## src/rtl/mem_access_unit.sv

```systemverilog
// Memory-stage load/store unit: aligns stores, extends loads, runs the
// req/gnt/rvalid handshake and presents a registered writeback bundle.
module mem_access_unit #(
  parameter int DATA_WIDTH = 32,
  parameter int ADDR_WIDTH = 32
) (
  input  logic                  clk_i,
  input  logic                  rst_i,
  input  logic                  req_valid_i,
  input  logic [DATA_WIDTH-1:0] alu_result_i,
  input  logic [DATA_WIDTH-1:0] store_data_i,
  input  logic                  mem_read_i,
  input  logic                  mem_write_i,
  input  logic [2:0]            funct3_i,
  input  logic [4:0]            rd_addr_i,
  input  logic                  reg_write_i,
  output logic                  stall_o,
  output logic                  dmem_req_o,
  output logic                  dmem_we_o,
  output logic [ADDR_WIDTH-1:0] dmem_addr_o,
  output logic [3:0]            dmem_be_o,
  output logic [DATA_WIDTH-1:0] dmem_wdata_o,
  input  logic                  dmem_gnt_i,
  input  logic                  dmem_rvalid_i,
  input  logic [DATA_WIDTH-1:0] dmem_rdata_i,
  output logic                  wb_valid_o,
  output logic [DATA_WIDTH-1:0] wb_data_o,
  output logic [4:0]            wb_rd_addr_o,
  output logic                  wb_reg_write_o,
  output logic                  fault_o
);

  typedef enum logic [1:0] {IDLE, REQ, WAIT} state_t;
  state_t state;

  logic [2:0]            f3_q;
  logic [1:0]            lane_q;
  logic [4:0]            rd_q;
  logic                  rw_q;

  logic [ADDR_WIDTH-1:0] eff_addr;
  logic [1:0]            a;
  logic                  is_mem, bad_f3, misaligned, fault_det;
  logic [3:0]            be_n;
  logic [31:0]           sdata32, rdata32, wdata_n, load_val;
  logic [7:0]            lb;
  logic [15:0]           lh;

  assign eff_addr = ADDR_WIDTH'(alu_result_i);
  assign sdata32  = 32'(store_data_i);
  assign rdata32  = 32'(dmem_rdata_i);
  assign stall_o  = (state != IDLE);

  always_comb begin
    a          = eff_addr[1:0];
    is_mem     = mem_read_i | mem_write_i;
    bad_f3     = 1'b0;
    case (funct3_i)
      3'b011, 3'b110, 3'b111: bad_f3 = 1'b1;
      default:                bad_f3 = 1'b0;
    endcase
    misaligned = ((funct3_i[1:0] == 2'b01) && a[0]) ||
                 ((funct3_i[1:0] == 2'b10) && (a != 2'b00));
    fault_det  = is_mem && (bad_f3 || (mem_read_i && mem_write_i) || misaligned);
    case (funct3_i[1:0])
      2'b00: begin
        be_n    = 4'b0001 << a;
        wdata_n = {4{sdata32[7:0]}};
      end
      2'b01: begin
        be_n    = a[1] ? 4'b1100 : 4'b0011;
        wdata_n = {2{sdata32[15:0]}};
      end
      default: begin
        be_n    = 4'b1111;
        wdata_n = sdata32;
      end
    endcase
  end

  always_comb begin
    lb       = 8'(rdata32 >> {lane_q, 3'b000});
    lh       = 16'(rdata32 >> {lane_q[1], 4'b0000});
    load_val = rdata32;
    case (f3_q)
      3'b000:  load_val = {{24{lb[7]}}, lb};
      3'b001:  load_val = {{16{lh[15]}}, lh};
      3'b100:  load_val = {24'h0, lb};
      3'b101:  load_val = {16'h0, lh};
      default: load_val = rdata32;
    endcase
  end

  always_ff @(posedge clk_i or posedge rst_i) begin
    if (rst_i) begin
      state          <= IDLE;
      dmem_req_o     <= 1'b0;
      dmem_we_o      <= 1'b0;
      dmem_addr_o    <= '0;
      dmem_be_o      <= '0;
      dmem_wdata_o   <= '0;
      wb_valid_o     <= 1'b0;
      wb_data_o      <= '0;
      wb_rd_addr_o   <= '0;
      wb_reg_write_o <= 1'b0;
      fault_o        <= 1'b0;
      f3_q           <= '0;
      lane_q         <= '0;
      rd_q           <= '0;
      rw_q           <= 1'b0;
    end else begin
      wb_valid_o <= 1'b0;
      fault_o    <= 1'b0;
      case (state)
        IDLE: if (req_valid_i) begin
          if (!is_mem) begin
            wb_valid_o     <= 1'b1;
            wb_data_o      <= alu_result_i;
            wb_rd_addr_o   <= rd_addr_i;
            wb_reg_write_o <= reg_write_i;
          end else if (fault_det) begin
            fault_o <= 1'b1;
          end else begin
            state        <= REQ;
            dmem_req_o   <= 1'b1;
            dmem_we_o    <= mem_write_i;
            dmem_addr_o  <= {eff_addr[ADDR_WIDTH-1:2], 2'b00};
            dmem_be_o    <= be_n;
            dmem_wdata_o <= DATA_WIDTH'(wdata_n);
            f3_q         <= funct3_i;
            lane_q       <= a;
            rd_q         <= rd_addr_i;
            rw_q         <= reg_write_i;
          end
        end
        REQ: if (dmem_gnt_i) begin
          dmem_req_o <= 1'b0;
          if (dmem_we_o) begin
            state          <= IDLE;
            wb_valid_o     <= 1'b1;
            wb_rd_addr_o   <= rd_q;
            wb_reg_write_o <= 1'b0;
          end else begin
            state <= WAIT;
          end
        end
        WAIT: if (dmem_rvalid_i) begin
          state          <= IDLE;
          wb_valid_o     <= 1'b1;
          wb_data_o      <= DATA_WIDTH'(load_val);
          wb_rd_addr_o   <= rd_q;
          wb_reg_write_o <= rw_q;
        end
        default: state <= IDLE;
      endcase
    end
  end

endmodule
```

## config.mk

```make
export PLATFORM = sky130hd
export DESIGN_NAME = mem_access_unit
export DESIGN_NICKNAME = d
export VERILOG_FILES = /design/src/rtl/mem_access_unit.sv
export SDC_FILE = /design/constraint.sdc
export NUM_CORES = 1
export LEC_CHECK = 0
export CAP_MARGIN = 20
export CORE_UTILIZATION = 45
export DETAILED_ROUTE_END_ITERATION = 7
export PLACE_DENSITY = 0.81
export RECOVER_POWER = 100
export SYNTH_ARGS = -nofsm -noshare
export SYNTH_HDL_FRONTEND = slang
export SYNTH_SLANG_ARGS = --single-unit
```

## constraint.sdc

```tcl
create_clock -name clk_i -period 13.47 [get_ports clk_i]
set_input_delay 4.041 -clock clk_i [delete_from_list [all_inputs] [get_ports clk_i]]
set_output_delay 4.041 -clock clk_i [all_outputs]
set_load 0.01 [all_outputs]
```

==> results.yml, run 1 <==
sta:
  final.setup.tns_ns: 0
  maxSlewViolCount: 231
  fmax_mhz: 112
  worst_slew_pin_slew_ns: 3.52
  layout_min_cycle_time_ns: 8.94
  fin_worst_skew_ns: 0.00528
  worst_slack_ns: 4.53
  min_period_over_period_pct: 66.3
  rsz0062_at_grt: "no"
  finalSetupViolations: 0
  hold_viol_final: 0
  slew_headroom_pct: -135
logic_synthesis:
  synth_area_leaders: "dfrtp_1 (50%), mux2_2 (9.5%), mux2i_1 (7.9%)"
  postSynthCellCount: 585
  synth_compound_area_share_pct: 15.2
  synth_cell_types: 46
  synthSimpleGateAreaFrac_pct: 12.1
  ys_seq_area_share_pct: 50.0
  ys.flop_type: "dfrtp_1"
  synth_mux_area_share_pct: 17.8
  yosysTopAreaCellShare_pct: 50.0
  synth_xor_area_share_pct: 0.145
  synthAdderAreaFrac_pct: 0.827
  synth_top_family_by_area: "multiplexers"
  yosys_warnings: 0
  yosys.area.top_type: "dfrtp_1"
  ys_seq_elements: 121
  syn_area_per_cell_um2: 10.3
  synth-edff-count: 0
  syn_area_um2: 6050
  synth_async_sr_flop_share_pct: 100
drt:
  top_layer_used: "met4"
  met3_wirelength_um: 1520
  met2_length_um: 8740
  ant_nets: 0
  vias: 5377
  routed_wl_um: 17600
  vias_per_cell: 5.51
  wire_per_inst_um: 18.1
  first_iter_violations: 308
  drc: 0
  m1WireLength_um: 7010
  drtPass1Iterations: 5
clocking:
  cts_htree_levels: 4
  cts_tree: "yes"
  clock_latency_ns: 0.42
  postCtsSetupRepairBufs: 0
  root_buffer: "clkbuf_16"
  cts.sinks: 121
  clkTransAtPathRegs_ns: 0.05
  cts_resized: 0
  cts_max_path_buffers: 2
  cts_made_buffers: 17
  hold_buffers: 0
cells_and_area:
  final_cell_mix: "dfrtp_1 (121), dlygate4sd3_1 (112), clkdlybuf4s50_1 (108)"
  drive_above_1_share_pct: 11.5
  final_common_cell: "dfrtp_1"
  diodes: 0
  nFillCells: 1027
  nets: 903
  area_growth_pct: 47.3
floorplan:
  die_h_um: 118
  die-area_um2: 13900
  boundaryPins: 223
  row_count: 42
  start_util_pct: 45.9
  coreArea_um2: 13200
  die_w_um: 118
grt:
  gr-usage-all-layers_pct: 26.4
  grt_max_degree: 68
  grt_first_pass_wirelength_um: 28700
  first_global_vias: 5553
  antenna_found_initial: 0
  grt_remaining_overflow: 0
worst_setup_path:
  cp_max_fo: 67
  crit_required_ns: 13.19
  path_class: "input pin to asynchronous set/reset pin"
  path_cells: "dlygate4sd3_1, clkinvlp_2, clkbuf_1"
  end_kind: "asynchronous set/reset pin"
  slowest_delay_ns: 2.59
  startpoint_type: "input pin"
  crit_family: "buffers and inverters"
  critPathSlowestCell: "clkbuf_1"
  path_buf_inv: 3
  cp.arrival_ns: 8.66
run_status:
  status: "finished with violations"
  failed_checks: "max-capacitance violations, max-slew violations"
power:
  power_density_nw_per_um2: 225
  power.leakage_nw: 3.80
  vdd.ir_drop.worst_v: 0.0000994
worst_hold_path:
  hold_class: "flip-flop to flip-flop"
placed_design:
  hpwl_um: 12600
  gp_congestion: 0.856
  io_buffer_count: 220
  place_ws_ns: 6.08
flow_run:
  maxCapViolCount: 4
-- cell type report --
cell class                      instances  area, um2  share of cell area [%]
Clock buffer                           23        478                    5.36
Clock inverter                          9        120                    1.35
Inverter                                9       35.0                   0.393
Multi-Input combinational cell        411       2790                    31.3
Sequential cell                       121       3030                    34.0
Tap cell                              176        220                    2.47
Timing Repair Buffer                  227       2240                    25.2
-- cells by family (layout without fill, tap and decap cells) --
logic type | after synthesis | after routing
compound gates | 141 | 141
flops | 121 | 121
xor+xnor | 1 | 1
simple gates | 163 | 163
buf+inv | 54 | 268
fa+ha+maj | 4 | 4
mux | 100 | 100
other cells | 1 | 2
-- stage by stage --
stage / util (%) / cells / hold WS [ns] / area (um2) / power [mW]
after floorplan: - / 586 / 0.479 / 6060 / 1.14
after global placement: 63.3 / 943 / 0.463 / 8350 / 1.58
after detailed placement: 63.3 / 943 / 0.475 / 8350 / 1.62
after CTS: 67.8 / 975 / 0.486 / 8950 / 2.09
after global routing: 67.6 / 976 / 0.500 / 8920 / 2.12
final: 67.6 / 976 / 0.478 / 8920 / 2.00
-- final timing paths --
check,slack [ns],depth (start not counted),startpoint,end
worst max-delay path,4.53,3,rst_i,wb_rd_addr_o[2]
worst min-delay path,0.48,2,dmem_wdata_o[29],dmem_wdata_o[29]
worst max register to register,9.05,7,state[0],wb_data_o[1]
worst min register to register,0.48,2,dmem_wdata_o[29],dmem_wdata_o[29]
max in group clk_i,5.19,5,funct3_i[0],dmem_addr_o[4]
min in group asynchronous,4.79,2,rst_i,dmem_wdata_o[0]
-- cells in the mapped netlist (2+ instances only) --
cell type	n
o21ai_1	2
nand2b_1	10
dfrtp_1	121
nor2_1	67
mux2_2	51
nor2b_1	18
nand3b_1	7
o21a_1	8
and3_1	2
a31oi_1	15
a21oi_1	34
o21ai_0	38
inv_1	9
buf_2	16
nand2_1	52
ha_1	4
a22oi_1	7
nand3_1	3
clkbuf_1	25
mux2i_1	48
a221oi_1	16
buf_4	2
buf_1	2
o221ai_1	6
-- where the power goes --
| group | switching (mW) | internal, mW | total (mW) |
|---|---|---|---|
| sequential | 0.116 | 0.546 | 0.661 |
| combinational | 0.425 | 0.458 | 0.883 |
| clock | 0.156 | 0.303 | 0.459 |
-- worst min-delay path, stage by stage (launching register included) --
cell and delay (ns):
dfrtp_1 0.33, nand2_1 0.04, o21ai_0 0.06
-- registers in the layout (all words and copies together), names as in the netlist --
| register | cells |
|---|---|
| dmem_addr_o | 30 |
| dmem_be_o | 4 |
| dmem_req_o | 1 |
| dmem_wdata_o | 32 |
| dmem_we_o | 1 |
| f3_q | 3 |
| fault_o | 1 |
| lane_q | 2 |
| rd_q | 5 |
| rw_q | 1 |
| state | 2 |
| wb_data_o | 32 |
| wb_rd_addr_o | 5 |
| wb_reg_write_o | 1 |
| wb_valid_o | 1 |
-- layer usage --
| layer | up-vias | global-route usage, % |
|---|---|---|
| met3 | 26 | 7.80 |
| met2 | 247 | 43.8 |
| met5 | - | 0 |
| met4 | 0 | 9.54 |
| met1 | 2613 | 32.5 |
| li1 | 2491 | - |
Note: power is estimated with default switching activity, not from simulation.
==> run 2, diff against run 1 <==
Settings changed: CORE_UTILIZATION 45 to 41, PLACE_DENSITY 0.81 to 0.78.
Clock period 13.47 ns to 7.7 ns, I/O delays scaled along.
==> run 2 against run 1 <==
  * The run still ends with max-capacitance violations, max-slew violations left
  * Die area rose by 9.6%
  * First-iteration DRC count fell by 17%
  * Global-route usage fell by 2.2 points
  * Flip-flop and latch count did not move
  * Combinational power rose by 74%
  * Non-clock buffer count did not move
  * Sequential share of layout area rose by 0.096 points
  * Final cell count rose by 0.72%
  * Highest routed layer unchanged
==> results.yml, run 2 (synthesized netlist as in run 1, its figures left out) <==
run_status:
  status: "finished with violations"
  failed_checks: "max-capacitance violations, max-slew violations"
floorplan:
  boundaryPins: 223
  coreArea_um2: 14500
  die_h_um: 123
  die-area_um2: 15300
  start_util_pct: 41.8
  row_count: 44
  die_w_um: 123
cells_and_area:
  area_growth_pct: 46.9
  multiInputGateArea_um2: 2800
  seq_area_um2: 3030
  nets: 903
  nFillCells: 1172
  drive_above_1_share_pct: 11.4
  diodes: 0
  final_common_cell: "dfrtp_1"
  final_cell_mix: "dfrtp_1 (121), dlygate4sd3_1 (112), clkdlybuf4s50_1 (108)"
  reg_top3: "dmem_wdata_o: 32 flops, wb_data_o: 32 flops, dmem_addr_o: 30 flops"
grt:
  grt_remaining_overflow: 0
  grt_max_degree: 71
  gr-usage-all-layers_pct: 24.2
  grt_first_pass_wirelength_um: 27800
  antenna_found_initial: 0
  first_global_vias: 5411
power:
  power_frac_seq_pct: 33.3
  power.leakage_nw: 3.77
  swShare_pct: 35.3
  clockPowerShare_pct: 21.9
  vdd.ir_drop.worst_v: 0.000182
  combPwrFrac_pct: 44.8
  cell_internal_pwr_mw: 2.23
  p_sw_mw: 1.22
  power_density_nw_per_um2: 388
  power_mw: 3.45
worst_setup_path:
  cp_max_fo: 64
  critPathSlowestCell: "clkbuf_1"
  crit_family: "buffers and inverters"
  startpoint: "mem_write_i"
  startpoint_type: "input pin"
  path_buf_inv: 2
  end_kind: "flip-flop"
  crit_required_ns: 7.99
  cp.arrival_ns: 6.16
  path_class: "input pin to flip-flop"
  r2r-start: "state[0]"
  slowest_delay_ns: 1.82
  path_cells: "dlygate4sd3_1, or3b_1, a211oi_1, clkbuf_1, mux2_2, a41o_1"
clocking:
  root_buffer: "clkbuf_16"
  clkTransAtPathRegs_ns: 0.05
  cts_resized: 0
  clock_latency_ns: 0.41
  hold_buffers: 0
  cts_made_buffers: 17
  cts_max_path_buffers: 2
  cts_htree_levels: 4
  cts_tree: "yes"
  postCtsSetupRepairBufs: 0
  cts.sinks: 121
sta:
  finalSetupViolations: 0
  maxSlewViolCount: 136
  rsz0062_at_grt: "no"
  min_period_over_period_pct: 76.1
  fmax_mhz: 171
  fin_worst_skew_ns: 0.00980
  hold_viol_final: 0
  worst_slew_pin_slew_ns: 3.13
  slew_headroom_pct: -110
  layout_min_cycle_time_ns: 5.86
  final.setup.tns_ns: 0
drt:
  vias_per_cell: 5.49
  wire_per_inst_um: 18.2
  ant_nets: 0
  drtPass1Iterations: 5
  routed_wl_um: 17900
  drc: 0
  first_iter_violations: 255
  vias: 5392
worst_hold_path:
  worstHoldStart: "dmem_wdata_o[9]"
  hold_class: "flip-flop to flip-flop"
placed_design:
  hpwl_um: 12800
  io_buffer_count: 220
  gp_congestion: 0.844
flow_run:
  maxCapViolCount: 2
run 2: worst reg2reg max path: cells and delay by family (launching register included):
kind            cells  cell delay [ns]
fa+ha+maj           1             0.78
mux                 1             0.47
flops               1             0.40
simple gates        1             0.09
compound gates      2             0.46
buf+inv             2             1.92
run 2: power groups by stage:
stage               logic, mW  clock network (mW)  registers [mW]
finish                   1.54               0.756            1.15
global route             1.69               0.805            1.19
CTS                      1.67               0.768            1.16
detailed placement       1.66                   0            1.17
global placement         1.62                   0            1.15
floorplan               0.753                   0            1.25
run 2: layer usage:
metal  wire, um  vias up  track usage [%]  part of all wire, %
met1       7240     2655             28.5                   40
li1           -     2484                -                    -
met3       1460       30             8.49                  8.2
met2       8870      223             41.0                   49
met5          0        -                0                    0
met4        348        0             8.06                  1.9
run 2: path summary, 6_finish.rpt:
path                                    end  cells past startpoint  slack, ns
setup / recovery              wb_data_o[15]                      6       1.84
hold / removal              dmem_wdata_o[9]                      2       0.47
setup reg to reg              wb_data_o[15]                      7       3.44
hold reg to reg             dmem_wdata_o[9]                      2       0.47
max in group asynchronous  dmem_wdata_o[30]                      3       2.67
min in group asynchronous   dmem_wdata_o[6]                      2       3.26
run 2: cell type report:
type	count	share of cell area, %
clock buffers	22	5.11
clock inverters	9	1.13
inverters	9	0.394
multi-input cells	411	31.5
flip-flops and latches	121	34.1
well taps	184	2.59
repair buffers	227	25.3
run 2: through the flow:
stage | hold slack [ns] | setup slack (ns) | util (%) | area (um2) | std cells
after floorplan | 0.479 | 2.18 | - | 6060 | 586
after global placement | 0.461 | 2.89 | 57.7 | 8360 | 951
after detailed placement | 0.475 | 2.76 | 57.7 | 8360 | 951
after CTS | 0.487 | 3.19 | 61.6 | 8910 | 982
after global routing | 0.509 | 1.57 | 61.4 | 8890 | 983
final | 0.475 | 1.84 | 61.4 | 8890 | 983
==> run 3, diff against run 2 <==
Clock period 7.7 ns to 4.95 ns, I/O delays scaled along.
==> run 3 against run 2 <==
  * Final cell count increased by 0.10%
  * Non-clock buffer count increased by 2
  * Clock power increased by 64%
  * Utilization increased by 0.61 points
  * Worst setup slack got worse by 1.0 ns
  * First-iteration DRC count increased by 33%
  * The flow still finishes with violations (max-capacitance violations, max-slew violations)
  * Flip-flop and latch count unchanged
  * Count of clock-buffer cells in the layout unchanged
  * Combinational power increased by 55%
  * Design area increased by 1.0%
  * Largest power group unchanged
==> results.yml, run 3 (synthesized netlist as in run 1, its figures left out) <==
sta:
  hold_viol_final: 0
  layout_min_cycle_time_ns: 4.12
  fin_worst_skew_ns: 0.00595
  rsz0062_at_grt: "no"
  fmax_mhz: 243
  final.setup.tns_ns: 0
  slew_headroom_pct: -55.9
  worst_slew_pin_slew_ns: 2.33
  maxSlewViolCount: 53
  min_period_over_period_pct: 83.3
  finalSetupViolations: 0
  fin_hold_ws_ns: 0.467
drt:
  routed_wl_um: 17900
  vias_per_cell: 5.40
  first_iter_violations: 338
  ant_nets: 0
  drtPass1Iterations: 5
  wire_per_inst_um: 18.1
  vias: 5318
  drc: 0
grt:
  grt_first_pass_wirelength_um: 27400
  gr-usage-all-layers_pct: 23.9
  met1_usage_pct: 28.7
  antenna_found_initial: 0
  grt_use_met3_pct: 8.30
  grtUsageMet2_pct: 40.3
  grt_max_degree: 104
  grt_remaining_overflow: 0
  busiest_layer: "met2"
  first_global_vias: 5257
clocking:
  cts.sinks: 121
  hold_buffers: 0
  cts_htree_levels: 4
  clock_latency_ns: 0.41
  cts_resized: 0
  root_buffer: "clkbuf_16"
  postCtsSetupRepairBufs: 0
  cts_tree: "yes"
  clkTransAtPathRegs_ns: 0.05
  cts_max_path_buffers: 2
  cts_made_buffers: 17
placed_design:
  io_buffer_count: 220
  gp_congestion: 0.805
  hpwl_um: 12800
cells_and_area:
  drive_above_1_share_pct: 11.9
  reg_top3: "dmem_wdata_o: 32 flops, wb_data_o: 32 flops, dmem_addr_o: 30 flops"
  seq_area_um2: 3030
  final_common_cell: "dfrtp_1"
  multiInputGateArea_um2: 2800
  area_growth_pct: 48.4
  final_cell_mix: "dfrtp_1 (121), dlygate4sd3_1 (112), clkdlybuf4s50_1 (108)"
  diodes: 0
  nets: 905
  nFillCells: 1169
worst_setup_path:
  startpoint_type: "input pin"
  r2r-start: "state[0]"
  cp_max_fo: 63
  startpoint: "mem_write_i"
  cp.arrival_ns: 4.42
  end_kind: "flip-flop"
  path_class: "input pin to flip-flop"
  crit_required_ns: 5.24
power:
  power.leakage_nw: 3.82
  vdd.ir_drop.worst_v: 0.000289
  power_density_nw_per_um2: 605
floorplan:
  die-area_um2: 15300
  coreArea_um2: 14500
  row_count: 44
  boundaryPins: 223
  start_util_pct: 41.8
  die_w_um: 123
  die_h_um: 123
run_status:
  failed_checks: "max-capacitance violations, max-slew violations"
  status: "finished with violations"
worst_hold_path:
  worstHoldStart: "dmem_wdata_o[30]"
  hold_class: "flip-flop to flip-flop"
flow_run:
  maxCapViolCount: 1
run 3: cell types whose count changed in the layout (fill, tap and decap cells not counted), sizes merged:
cell	previous run	this run
bufinv	2	3
buf	5	7
clkinv	5	3
run 3: path summary, 6_finish.rpt:
path,endpoint,slack (ns),cells after the start
worst min register to register,dmem_wdata_o[30],0.47,2
worst min-delay path,dmem_wdata_o[30],0.47,2
worst max-delay path,wb_data_o[1],0.83,6
min in group asynchronous,dmem_wdata_o[0],2.16,2
worst max register to register,wb_data_o[1],1.64,7
max in group asynchronous,wb_data_o[22],1.65,3
run 3: layout make-up:
type                    instances  share of cell area (%)
well taps                     184                    2.56
multi-input cells             411                    31.1
flip-flops and latches        121                    33.7
repair buffers                229                    25.6
clock inverters                 8                    1.34
clock buffers                  22                    5.28
inverters                       9                   0.390
run 3: where the power goes:
group          leakage [nW]  internal [mW]  switching (mW)
clock network         0.288          0.822           0.419
registers              1.43           1.48           0.327
logic                  2.10           1.24            1.14
run 3: worst max-delay path, cell delays in order:
cell           delay, ns
dlygate4sd3_1       0.62
or3b_1              0.48
a211oi_1            0.35
clkbuf_2            0.92
o21ai_0             0.28
o22a_1              0.24
run 3: layer usage:
metal / up-vias / wire length (um)
li1: 2490 / -
met1: 2576 / 7280
met2: 233 / 8800
met3: 19 / 1550
met4: 0 / 229
met5: - / 0
run 3: through the flow:
stage          area [um2]  cells  utilization (%)  power, mW  setup slack [ns]
3_3_place_gp         8390    953             57.9       4.32              1.04
5_1_grt              8980    984             62.0       5.80             0.640
3_5_place_dp         8390    953             57.9       4.40             0.873
4_1_cts              8980    983             62.0       5.68              1.29
6_report             8980    984             62.0       5.43             0.828
2_1_floorplan        6060    586                -       3.11             0.251
